==> src/rtl/fetch_pkg.sv <==
// Shared definitions for the instruction-fetch stage of the 9-bit core.
// Holds the fetch FSM state type, the opcode constants the fetch stage
// recognises, the default PC width and a small opcode helper.
package fetch_pkg;

  localparam int PW_DEFAULT = 10;

  localparam logic [2:0] OP_BRANCH = 3'b110;
  localparam logic [2:0] OP_HALT   = 3'b111;

  typedef enum logic [1:0] {
    IDLE = 2'd0,
    RUN  = 2'd1,
    DONE = 2'd2
  } fetch_state_t;

  function automatic logic op_is_halt(input logic [2:0] op);
    return op == OP_HALT;
  endfunction

endpackage

==> src/rtl/fetch_sequencer_if.sv <==
// Bus between the fetch stage and its neighbours (ROM, decoder, ALU,
// program-level controller).
//   master : environment side -- drives Start, Instr, decoder controls,
//            BranchData, ALUResult; observes PC, Run, Done, flags, State.
//   slave  : fetch_sequencer side.
//
// Program handshake: Start (level or pulse) is accepted only while the
// fetch stage is in IDLE or DONE and launches execution at START_ADDR on
// that clock edge. Run is high in every cycle whose instruction must take
// effect and is the only qualifier for downstream writes. Done rises the
// cycle after a HALT is presented and stays high until the next accepted
// Start. Start while running is ignored.
interface fetch_sequencer_if
  import fetch_pkg::*;
#(
  parameter int PW = PW_DEFAULT
);
  logic          Start;
  logic [8:0]    Instr;
  logic          AbsBranch;
  logic          RelBranch;
  logic          BranchFlag;
  logic          BranchInvert;
  logic          RegWrite;
  logic [7:0]    BranchData;
  logic [7:0]    ALUResult;
  logic [PW-1:0] ProgAddr;
  logic          Run;
  logic          Done;
  logic          ZeroFlag;
  logic          NegFlag;
  fetch_state_t  State;     // debug view of the fetch FSM

  modport master (
    output Start, Instr, AbsBranch, RelBranch, BranchFlag, BranchInvert,
           RegWrite, BranchData, ALUResult,
    input  ProgAddr, Run, Done, ZeroFlag, NegFlag, State
  );

  modport slave (
    input  Start, Instr, AbsBranch, RelBranch, BranchFlag, BranchInvert,
           RegWrite, BranchData, ALUResult,
    output ProgAddr, Run, Done, ZeroFlag, NegFlag, State
  );
endinterface

==> src/rtl/branch_resolve.sv <==
// Combinational branch resolution for the fetch stage.
// Ports:
//   pc            in  current program counter
//   abs_branch    in  absolute branch request (wins over relative)
//   rel_branch    in  relative branch request
//   branch_flag   in  0 = test zero flag, 1 = test negative flag
//   branch_invert in  invert the tested flag
//   zero_flag     in  registered zero flag
//   neg_flag      in  registered negative flag
//   branch_data   in  target (absolute, zero-extended) or offset
//                     (relative, sign-extended)
//   taken         out tested flag after optional inversion
//   next_pc       out PC for the next instruction, modulo 2^PW
module branch_resolve #(
  parameter int PW = 10
) (
  input  logic [PW-1:0] pc,
  input  logic          abs_branch,
  input  logic          rel_branch,
  input  logic          branch_flag,
  input  logic          branch_invert,
  input  logic          zero_flag,
  input  logic          neg_flag,
  input  logic [7:0]    branch_data,
  output logic          taken,
  output logic [PW-1:0] next_pc
);

  logic [PW-1:0] abs_target;
  logic [PW-1:0] rel_target;

  assign taken      = (branch_flag ? neg_flag : zero_flag) ^ branch_invert;
  assign abs_target = {{(PW-8){1'b0}}, branch_data};
  // Offset is two's complement; the add naturally wraps at 2^PW.
  assign rel_target = pc + {{(PW-8){branch_data[7]}}, branch_data};

  always_comb begin
    next_pc = pc + PW'(1);
    if (abs_branch && taken) begin
      next_pc = abs_target;
    end else if (rel_branch && taken) begin
      next_pc = rel_target;
    end
  end

endmodule

==> src/rtl/fetch_sequencer.sv <==
// Instruction-fetch stage: owns the PC, the IDLE/RUN/DONE program FSM and
// the zero/negative flag register used for conditional branches.
// Ports:
//   Clk      in  system clock, rising edge
//   Reset_n  in  asynchronous active-low reset
//   bus      slave side of fetch_sequencer_if (Start, Instr, decoder
//            branch controls, RegWrite, BranchData, ALUResult in;
//            ProgAddr, Run, Done, ZeroFlag, NegFlag, State out)
module fetch_sequencer
  import fetch_pkg::*;
#(
  parameter int            PW         = PW_DEFAULT,
  parameter logic [PW-1:0] START_ADDR = '0
) (
  input  logic            Clk,
  input  logic            Reset_n,
  fetch_sequencer_if.slave bus
);

  fetch_state_t  state_q, state_d;
  logic [PW-1:0] pc_q, pc_d;
  logic          zero_q, zero_d;
  logic          neg_q, neg_d;

  logic [PW-1:0] next_pc;
  logic          branch_taken_unused;
  logic          halt;
  logic          unused_instr_bits;

  // Only the opcode field matters to fetch; operand bits belong to the decoder.
  assign unused_instr_bits = ^bus.Instr[5:0];
  assign halt              = op_is_halt(bus.Instr[8:6]);

  branch_resolve #(.PW(PW)) u_branch_resolve (
    .pc            (pc_q),
    .abs_branch    (bus.AbsBranch),
    .rel_branch    (bus.RelBranch),
    .branch_flag   (bus.BranchFlag),
    .branch_invert (bus.BranchInvert),
    .zero_flag     (zero_q),
    .neg_flag      (neg_q),
    .branch_data   (bus.BranchData),
    .taken         (branch_taken_unused),
    .next_pc       (next_pc)
  );

  always_comb begin
    state_d = state_q;
    pc_d    = pc_q;
    zero_d  = zero_q;
    neg_d   = neg_q;
    case (state_q)
      IDLE, DONE: begin
        if (bus.Start) begin
          state_d = RUN;
          pc_d    = START_ADDR;
          zero_d  = 1'b0;
          neg_d   = 1'b0;
        end
      end
      RUN: begin
        if (halt) begin
          // HALT is not executed: PC and flags freeze where they are.
          state_d = DONE;
        end else begin
          pc_d = next_pc;
          if (bus.RegWrite) begin
            zero_d = (bus.ALUResult == 8'h00);
            neg_d  = bus.ALUResult[7];
          end
        end
      end
      default: state_d = IDLE;
    endcase
  end

  always_ff @(posedge Clk or negedge Reset_n) begin
    if (!Reset_n) begin
      state_q <= IDLE;
      pc_q    <= '0;
      zero_q  <= 1'b0;
      neg_q   <= 1'b0;
    end else begin
      state_q <= state_d;
      pc_q    <= pc_d;
      zero_q  <= zero_d;
      neg_q   <= neg_d;
    end
  end

  // Run is combinational so it drops in the very cycle a HALT appears and
  // the instant reset asserts.
  assign bus.Run      = (state_q == RUN) && !halt;
  assign bus.Done     = (state_q == DONE);
  assign bus.ProgAddr = pc_q;
  assign bus.ZeroFlag = zero_q;
  assign bus.NegFlag  = neg_q;
  assign bus.State    = state_q;

endmodule
==> src/flat_wrapper.sv <==
// flat-port wrapper written by rule: the top's interface ports become plain ports
module fetch_sequencer_flat import fetch_pkg::*;
#(
  parameter int            PW         = PW_DEFAULT,
  parameter logic [PW-1:0] START_ADDR = '0
)
  (Clk, Reset_n, bus_Start, bus_Instr, bus_AbsBranch, bus_RelBranch, bus_BranchFlag, bus_BranchInvert, bus_RegWrite, bus_BranchData, bus_ALUResult, bus_ProgAddr, bus_Run, bus_Done, bus_ZeroFlag, bus_NegFlag, bus_State);
  fetch_sequencer_if #(.PW(PW)) bus_i ();
  input  logic Clk;
  input  logic Reset_n;
  input wire logic [$bits(bus_i.Start)-1:0] bus_Start;
  input wire logic [$bits(bus_i.Instr)-1:0] bus_Instr;
  input wire logic [$bits(bus_i.AbsBranch)-1:0] bus_AbsBranch;
  input wire logic [$bits(bus_i.RelBranch)-1:0] bus_RelBranch;
  input wire logic [$bits(bus_i.BranchFlag)-1:0] bus_BranchFlag;
  input wire logic [$bits(bus_i.BranchInvert)-1:0] bus_BranchInvert;
  input wire logic [$bits(bus_i.RegWrite)-1:0] bus_RegWrite;
  input wire logic [$bits(bus_i.BranchData)-1:0] bus_BranchData;
  input wire logic [$bits(bus_i.ALUResult)-1:0] bus_ALUResult;
  output wire logic [$bits(bus_i.ProgAddr)-1:0] bus_ProgAddr;
  output wire logic [$bits(bus_i.Run)-1:0] bus_Run;
  output wire logic [$bits(bus_i.Done)-1:0] bus_Done;
  output wire logic [$bits(bus_i.ZeroFlag)-1:0] bus_ZeroFlag;
  output wire logic [$bits(bus_i.NegFlag)-1:0] bus_NegFlag;
  output wire logic [$bits(bus_i.State)-1:0] bus_State;
  assign bus_i.Start = bus_Start;
  assign bus_i.Instr = bus_Instr;
  assign bus_i.AbsBranch = bus_AbsBranch;
  assign bus_i.RelBranch = bus_RelBranch;
  assign bus_i.BranchFlag = bus_BranchFlag;
  assign bus_i.BranchInvert = bus_BranchInvert;
  assign bus_i.RegWrite = bus_RegWrite;
  assign bus_i.BranchData = bus_BranchData;
  assign bus_i.ALUResult = bus_ALUResult;
  assign bus_ProgAddr = bus_i.ProgAddr;
  assign bus_Run = bus_i.Run;
  assign bus_Done = bus_i.Done;
  assign bus_ZeroFlag = bus_i.ZeroFlag;
  assign bus_NegFlag = bus_i.NegFlag;
  assign bus_State = bus_i.State;
  fetch_sequencer #(.PW(PW), .START_ADDR(START_ADDR)) u_core (.Clk(Clk), .Reset_n(Reset_n), .bus(bus_i));
endmodule
==> config.mk <==
export PLATFORM = sky130hd
export DESIGN_NAME = fetch_sequencer_flat
export DESIGN_NICKNAME = d
export VERILOG_FILES = /design/src/rtl/fetch_pkg.sv /design/src/rtl/fetch_sequencer_if.sv /design/src/rtl/branch_resolve.sv /design/src/rtl/fetch_sequencer.sv /design/src/flat_wrapper.sv
export SDC_FILE = /design/constraint.sdc
export NUM_CORES = 1
export LEC_CHECK = 0
export BUFFER_PORTS_ARGS = -buffer_cell sky130_fd_sc_hd__buf_2
export CAP_MARGIN = 20
export CORE_MARGIN = 2
export CORE_UTILIZATION = 46
export CTS_CLUSTER_SIZE = 12
export DETAILED_ROUTE_END_ITERATION = 10
export PLACE_DENSITY = 0.79
export REMOVE_ABC_BUFFERS = 1
export SETUP_SLACK_MARGIN = 0.1
export SYNTH_ARGS = -nofsm -noshare
export SYNTH_HDL_FRONTEND = slang
export SYNTH_SLANG_ARGS = --single-unit
==> constraint.sdc <==
create_clock -name Clk -period 3.16 [get_ports Clk]
set_input_delay 0.316 -clock Clk [delete_from_list [all_inputs] [get_ports Clk]]
set_output_delay 0.316 -clock Clk [all_outputs]
set_load 0.02 [all_outputs]
Word-level counts from Yosys, hierarchy flattened --
Index checks and enable logic that the tools add are counted.
Word-level totals: flip-flop bits (word level) 14, latch bits 0, RAM bits 0, memory bits (read-only) 0, input bits 33, output and inout bits 16, logic and storage cells 41, memories 0
Cells by class: $add $sub $neg 2, multiply operators 0, div/mod/pow operators 0, magnitude comparators 0, equal/unequal tests 7, shift-type cells 0, muxes and demuxes 16, bitwise gates (word level) 1, reductions and logical operators 11
Operator list (number):
- 2-to-1 mux 10 bit | 4
- one-hot mux 10 bit (2 select lines) | 1
- adder 10 x 1 -> 10 bit, second input constant | 1
- adder 10 bit | 1
- logical NOT 8 bit | 1
- 2-to-1 mux 1 bit | 6
- inequality test 2 bit, second input constant | 3
- 2-to-1 mux 2 bit | 2
- one-hot mux 1 bit (2 select lines) | 2
- one-hot mux 2 bit (2 select lines) | 1
- AND reduction 4 bit | 1
- equality test 3 bit, second input constant | 1
- logical AND 1 bit | 3
- AND reduction 3 bit | 1
- equality test 2 x 1 -> 1 bit, second input constant | 1
- equality test 2 bit, second input constant | 1
- logical NOT 2 bit | 1
- inequality test 2 x 1 -> 1 bit, second input constant | 1
- AND reduction 2 bit | 1
- nonzero test 2 bit | 1
- OR reduction 2 bit | 1
- logical NOT 1 bit | 1
- XOR 1 bit | 1

Logic depth before layout (Yosys ltp) --
depth after elaboration 7, gate-level depth with buffers 11, depth with buffers taken out 11

Hierarchy --
A second synthesis with hierarchy kept.
Second synthesis, totals: cells, all modules 154, area total of the unflattened synthesis 1300.0 um^2
By module, submodules not included:
- fetch_sequencer | instances 1, cells each 66, area each 676.9 um^2
- branch_resolve | instances 1, cells each 88, area each 623.1 um^2

Worst setup path before layout --
OpenSTA, ideal clock, no wires.
kind flip-flop to flip-flop, start register u_core.neg_q (netlist: u_core.bus.NegFlag), end register u_core.pc_q[8] (netlist: u_core.bus.ProgAddr[8]), setup time 0.121 ns, arrival time 2.550 ns, required time 3.039 ns, path slack 0.489 ns, cell stages (with the launch flop) 12, path buffers 0, cell sequence dfrtp_1 > mux2i_1 > xnor2_1 > nand3b_1 > ha_1 > fa_1 > a21o_1 > a21oi_1 > nand2b_1 > a31oi_1 > xor2_1 > a22o_1
Between the ends: word-level cells in the longest chain between the ends 7, elaborated cells on any way between the ends 8
Ends and longest elaborated chain:
- start, declared | line fetch_sequencer.sv:23 | logic neg_q, neg_d;
- start signal, assigned | line fetch_sequencer.sv:87 | neg_q <= neg_d;
- 2-to-1 mux 1 bit (*) | line branch_resolve.sv:32 | assign taken = (branch_flag ? neg_flag : zero_flag) ^ branch_invert;
- XOR 1 bit (*) | line branch_resolve.sv:32
- logical AND 1 bit | line branch_resolve.sv:41 | end else if (rel_branch && taken) begin
- 2-to-1 mux 10 bit | line branch_resolve.sv:41
- 2-to-1 mux 10 bit (*) | line branch_resolve.sv:39 | if (abs_branch && taken) begin
- 2-to-1 mux 10 bit (*) | line fetch_sequencer.sv:62 | if (halt) begin
- one-hot mux 10 bit (2 select lines) (*) | line fetch_sequencer.sv:52 | case (state_q)
- end signal, assigned | line fetch_sequencer.sv:85 | pc_q <= pc_d;
- end, declared | line fetch_sequencer.sv:21 | logic [PW-1:0] pc_q, pc_d;
Mark *: on every way between the ends. The rest lies on a longest branch, timed or not. The select of a mux whose other input is x is not followed. A chain may end at the register's enable or synchronous reset.

Worst setup path after layout --
start register u_core.neg_q (netlist: u_core.bus.NegFlag), end register u_core.pc_q[9] (netlist: u_core.bus.ProgAddr[9])
Same word-level chain as after synthesis.

==> out/results.tsv <==
stage	metric	value	unit
drt	vias after detailed routing	1079	
setup_path	Crit path arrival time	2.93	ns
logic_synthesis	largest family of logic cells by synthesized area	compound AO/OA/AOI/OAI gates	
layout	commonest non-fill, non-tap cell in the layout	buf_2	
sta	RSZ-0062 raised after global routing	false	
clock_network	Sink Count	14	
drt	post-route ant nets	0	
global_routing	Overflow after GRT	0	
setup_path	worst-path fanout max	6	
clock_network	clk slew on worst S/H paths	0.10	ns
global_routing	M2 GR Usage	41.7	%
logic_synthesis	Synth warnings	0	
logic_synthesis	Post-Syn Instances	118	
logic_synthesis	post-synthesis mux area share	2.79	%
job	maxcap violations	0	
pwr	PD cells	804	nW/um^2
sta	Final Critical Period	2.74	ns
worst_hold_path	worst hold path type	in2reg	
die	full die area	2740	um^2
sta	Setup violations, final	0	
setup_path	kind of critical path	reg2reg	
logic_synthesis	library cells used by synthesis	34	
layout	NumNets Final	208	
clock_network	clock buffer depth	2	
setup_path	Crit path required time	3.35	ns
place	placer congestion estimate	0.898	
die	Rows	17	
pwr	Logic pwr share	59.7	%
global_routing	met1 Track Usage GR	23.8	%
place	I/O Buffers	42	
drt	WL final	2790	um
pwr	Psw	523	uW
die	Initial Util	48.6	%
place	Inst Count DP	187	
global_routing	first-pass GRT wire length	4440	um
logic_synthesis	Post-Synth Simple-Gate Area	21.1	%
logic_synthesis	sequential-to-total area share from yosys stat	32.6	%
logic_synthesis	synthesized cell area	1070	um^2
layout	most frequent cells in the layout	buf_2, dfrtp_1, o21ai_0, nand2_1, ha_1	
global_routing	largest net degree at the start of global routing	15	
setup_path	CP Capture Type	register	
global_routing	GRT busiest layer	met2	
pwr	sequential share of power	28.0	%
sta	Final Hold Vio Count	0	
setup_path	CP max stage delay	0.41	ns
logic_synthesis	Synth Area in Adders	12.3	%
sta	Slew @ Worst Pin	0.769	ns
global_routing	gr usage total	22.0	%
layout	post-route insts no fill	192	
clock_network	Root Driver	clkbuf_4	
layout	Layout area overhead	27.0	%
layout	Fillers	204	
logic_synthesis	Synth Area in XOR/XNOR	6.52	%
sta	fin. max-slew vios	0	
die	Ports	49	
drt	DRT iter0 DRCs	18	
drt	DR DRC count	0	
sta	Final Cycle Share	86.6	%
clock_network	CTS tree	yes	
sta	f_max	366	MHz
global_routing	vias in the first global route	1108	
pwr	Pleak	0.000737	uW
run_status	status	complete, no violations	
place	hpwl dp	2140	um
die	Die W	52.3	um
drt	Vias per Instance	5.62	
logic_synthesis	complex-gate fraction of the synthesized area	22.5	%
clock_network	worst skew pair latency	0.29	ns
sta	Sum Neg Setup Slack	0	ns
setup_path	CP dominant cell by count	a21oi_1	
die	Core Footprint	2210	um^2
setup_path	CP max-delay cell	dfrtp_1	
pwr	Clk network pwr share	12.3	%
pwr	Power Internal	575	uW
pwr	Sw Ratio	47.6	%
setup_path	worst-path cell chain	mux2i_1 > xnor2_1 > buf_4 > and3_1 > ha_1 > a21oi_1 > nand4b_1 > a21oi_1 > or3_1 > and2_1 > o311ai_2	
setup_path	Worst setup SP type	register	
clock_network	H-tree level count	1	
logic_synthesis	Mapped Avg Cell Area	9.11	um^2
logic_synthesis	#FFs+latches synth	14	
drt	TritonRoute pass-1 iters	4	
die	die height	52.3	um
global_routing	grt met3 use	1.71	%
global_routing	initial antenna violation count	0	
layout	# diodes	0	
clock_network	total CTS buffers	3	
layout	layout cell share with drive strength beyond 1	30.5	%
sta	Worst Skew	0.0102	ns
pwr	Max VDD drop	509	uV
drt	DR WL/cell	14.6	um
sta	Slew HR	48.7	%
==> routing by layer <==
| metal | routed length, um | up-vias |
|---|---|---|
| li1 | - | 533 |
| met3 | 138 | 4 |
| met2 | 1410 | 37 |
| met5 | 0 | - |
| met1 | 1220 | 505 |
| met4 | 30 | 0 |
==> through the flow <==
stage	total power (uW)	util [%]	hold WS [ns]	cell area (um^2)	setup WS, ns
floorplan	759	-	0.0204	1070	0.489
CTS	1100	61.7	0.275	1370	0.443
detailed placement	959	59.6	0.239	1320	0.414
global route	1190	61.7	0.294	1370	0.226
finish	1100	61.7	0.277	1370	0.424
global placement	932	59.6	0.232	1320	0.449
==> registers in the layout (all words and copies together) (netlist names) <==
register and cells:
u_core.bus.State 2, u_core.bus.ZeroFlag 1, u_core.bus.ProgAddr 10, u_core.bus.NegFlag 1
==> worst max-delay path, delay by kind of cell (launching register included) <==
family,cells,cell delay [ns]
simple gates,4,0.93
compound gates,3,0.48
flops,1,0.41
fa+ha+maj,1,0.24
buf+inv,1,0.21
xor+xnor,1,0.20
mux,1,0.18
==> layout make-up <==
cell class                      instances  area, um^2  area share, %
Multi-Input combinational cell         98         701           51.3
Clock buffer                            4        36.3           2.66
Sequential cell                        14         350           25.7
Tap cell                               28        35.0           2.57
Inverter                                4        15.0           1.10
Timing Repair Buffer                   44         228           16.7
==> power groups by stage <==
stage / clock network (uW) / registers (uW) / logic [uW]
after floorplan: 0 / 387 / 373
after global placement: 0 / 306 / 626
after detailed placement: 0 / 311 / 648
after CTS: 138 / 307 / 653
after global routing: 151 / 317 / 721
final: 136 / 307 / 655
==> final timing paths <==
path / startpoint / to / slack (ns) / cells past startpoint
max: u_core.bus.NegFlag / u_core.bus.ProgAddr[9] / 0.42 / 11
min: bus_BranchData[6] / u_core.bus.ProgAddr[6] / 0.28 / 3
max reg2reg: u_core.bus.NegFlag / u_core.bus.ProgAddr[9] / 0.42 / 11
min reg2reg: u_core.bus.ProgAddr[9] / u_core.bus.ProgAddr[9] / 0.53 / 2
max in group asynchronous: Reset_n / u_core.bus.ProgAddr[8] / 2.46 / 2
min in group asynchronous: Reset_n / u_core.bus.ProgAddr[4] / 0.44 / 2
==> cells by family after synthesis <==
kind of cell,Yosys count
and+or+nand+nor,41
AOI/OAI and AO/OA,36
DFF,14
adders and majority gates,10
xor gates and xnor gates,8
buffers and inverters,6
muxes,3
==> what timing repair did <==
item / 4_1_cts / 5_1_grt
hold endpoints to repair: 14 / 0
gates resized for setup: 0 / 0
hold buffers: 1 / 0
buffers inserted: 0 / 0
==> cells in the mapped netlist <==
cell type,count,area [um^2]
dfrtp_1,14,350
o21ai_0,11,55.1
ha_1,9,113
nand2_1,9,33.8
a21oi_1,8,40.0
nor2_1,7,26.3
and3_1,6,37.5
a21o_1,4,30.0
a22o_1,4,35.0
inv_1,4,15.0
nand2b_1,4,25.0
xnor2_1,4,35.0
xor2_1,4,35.0
mux2i_1,3,30.0
nor2b_1,3,18.8
a31oi_1,2,12.5
a32oi_1,2,17.5
nand4_1,2,12.5
nand4b_1,2,17.5
nor4_1,2,12.5
a31o_2,1,8.76
a32o_1,1,10.0
and2_0,1,6.26
and2_1,1,6.26
and3_4,1,11.3
buf_2,1,5.00
clkbuf_1,1,3.75
fa_1,1,20.0
nand3_1,1,5.00
nand3b_1,1,7.51
o21a_1,1,7.51
o2bb2ai_1,1,8.76
o311ai_2,1,16.3
or3_1,1,6.26
(Power assumes the default switching activity.)
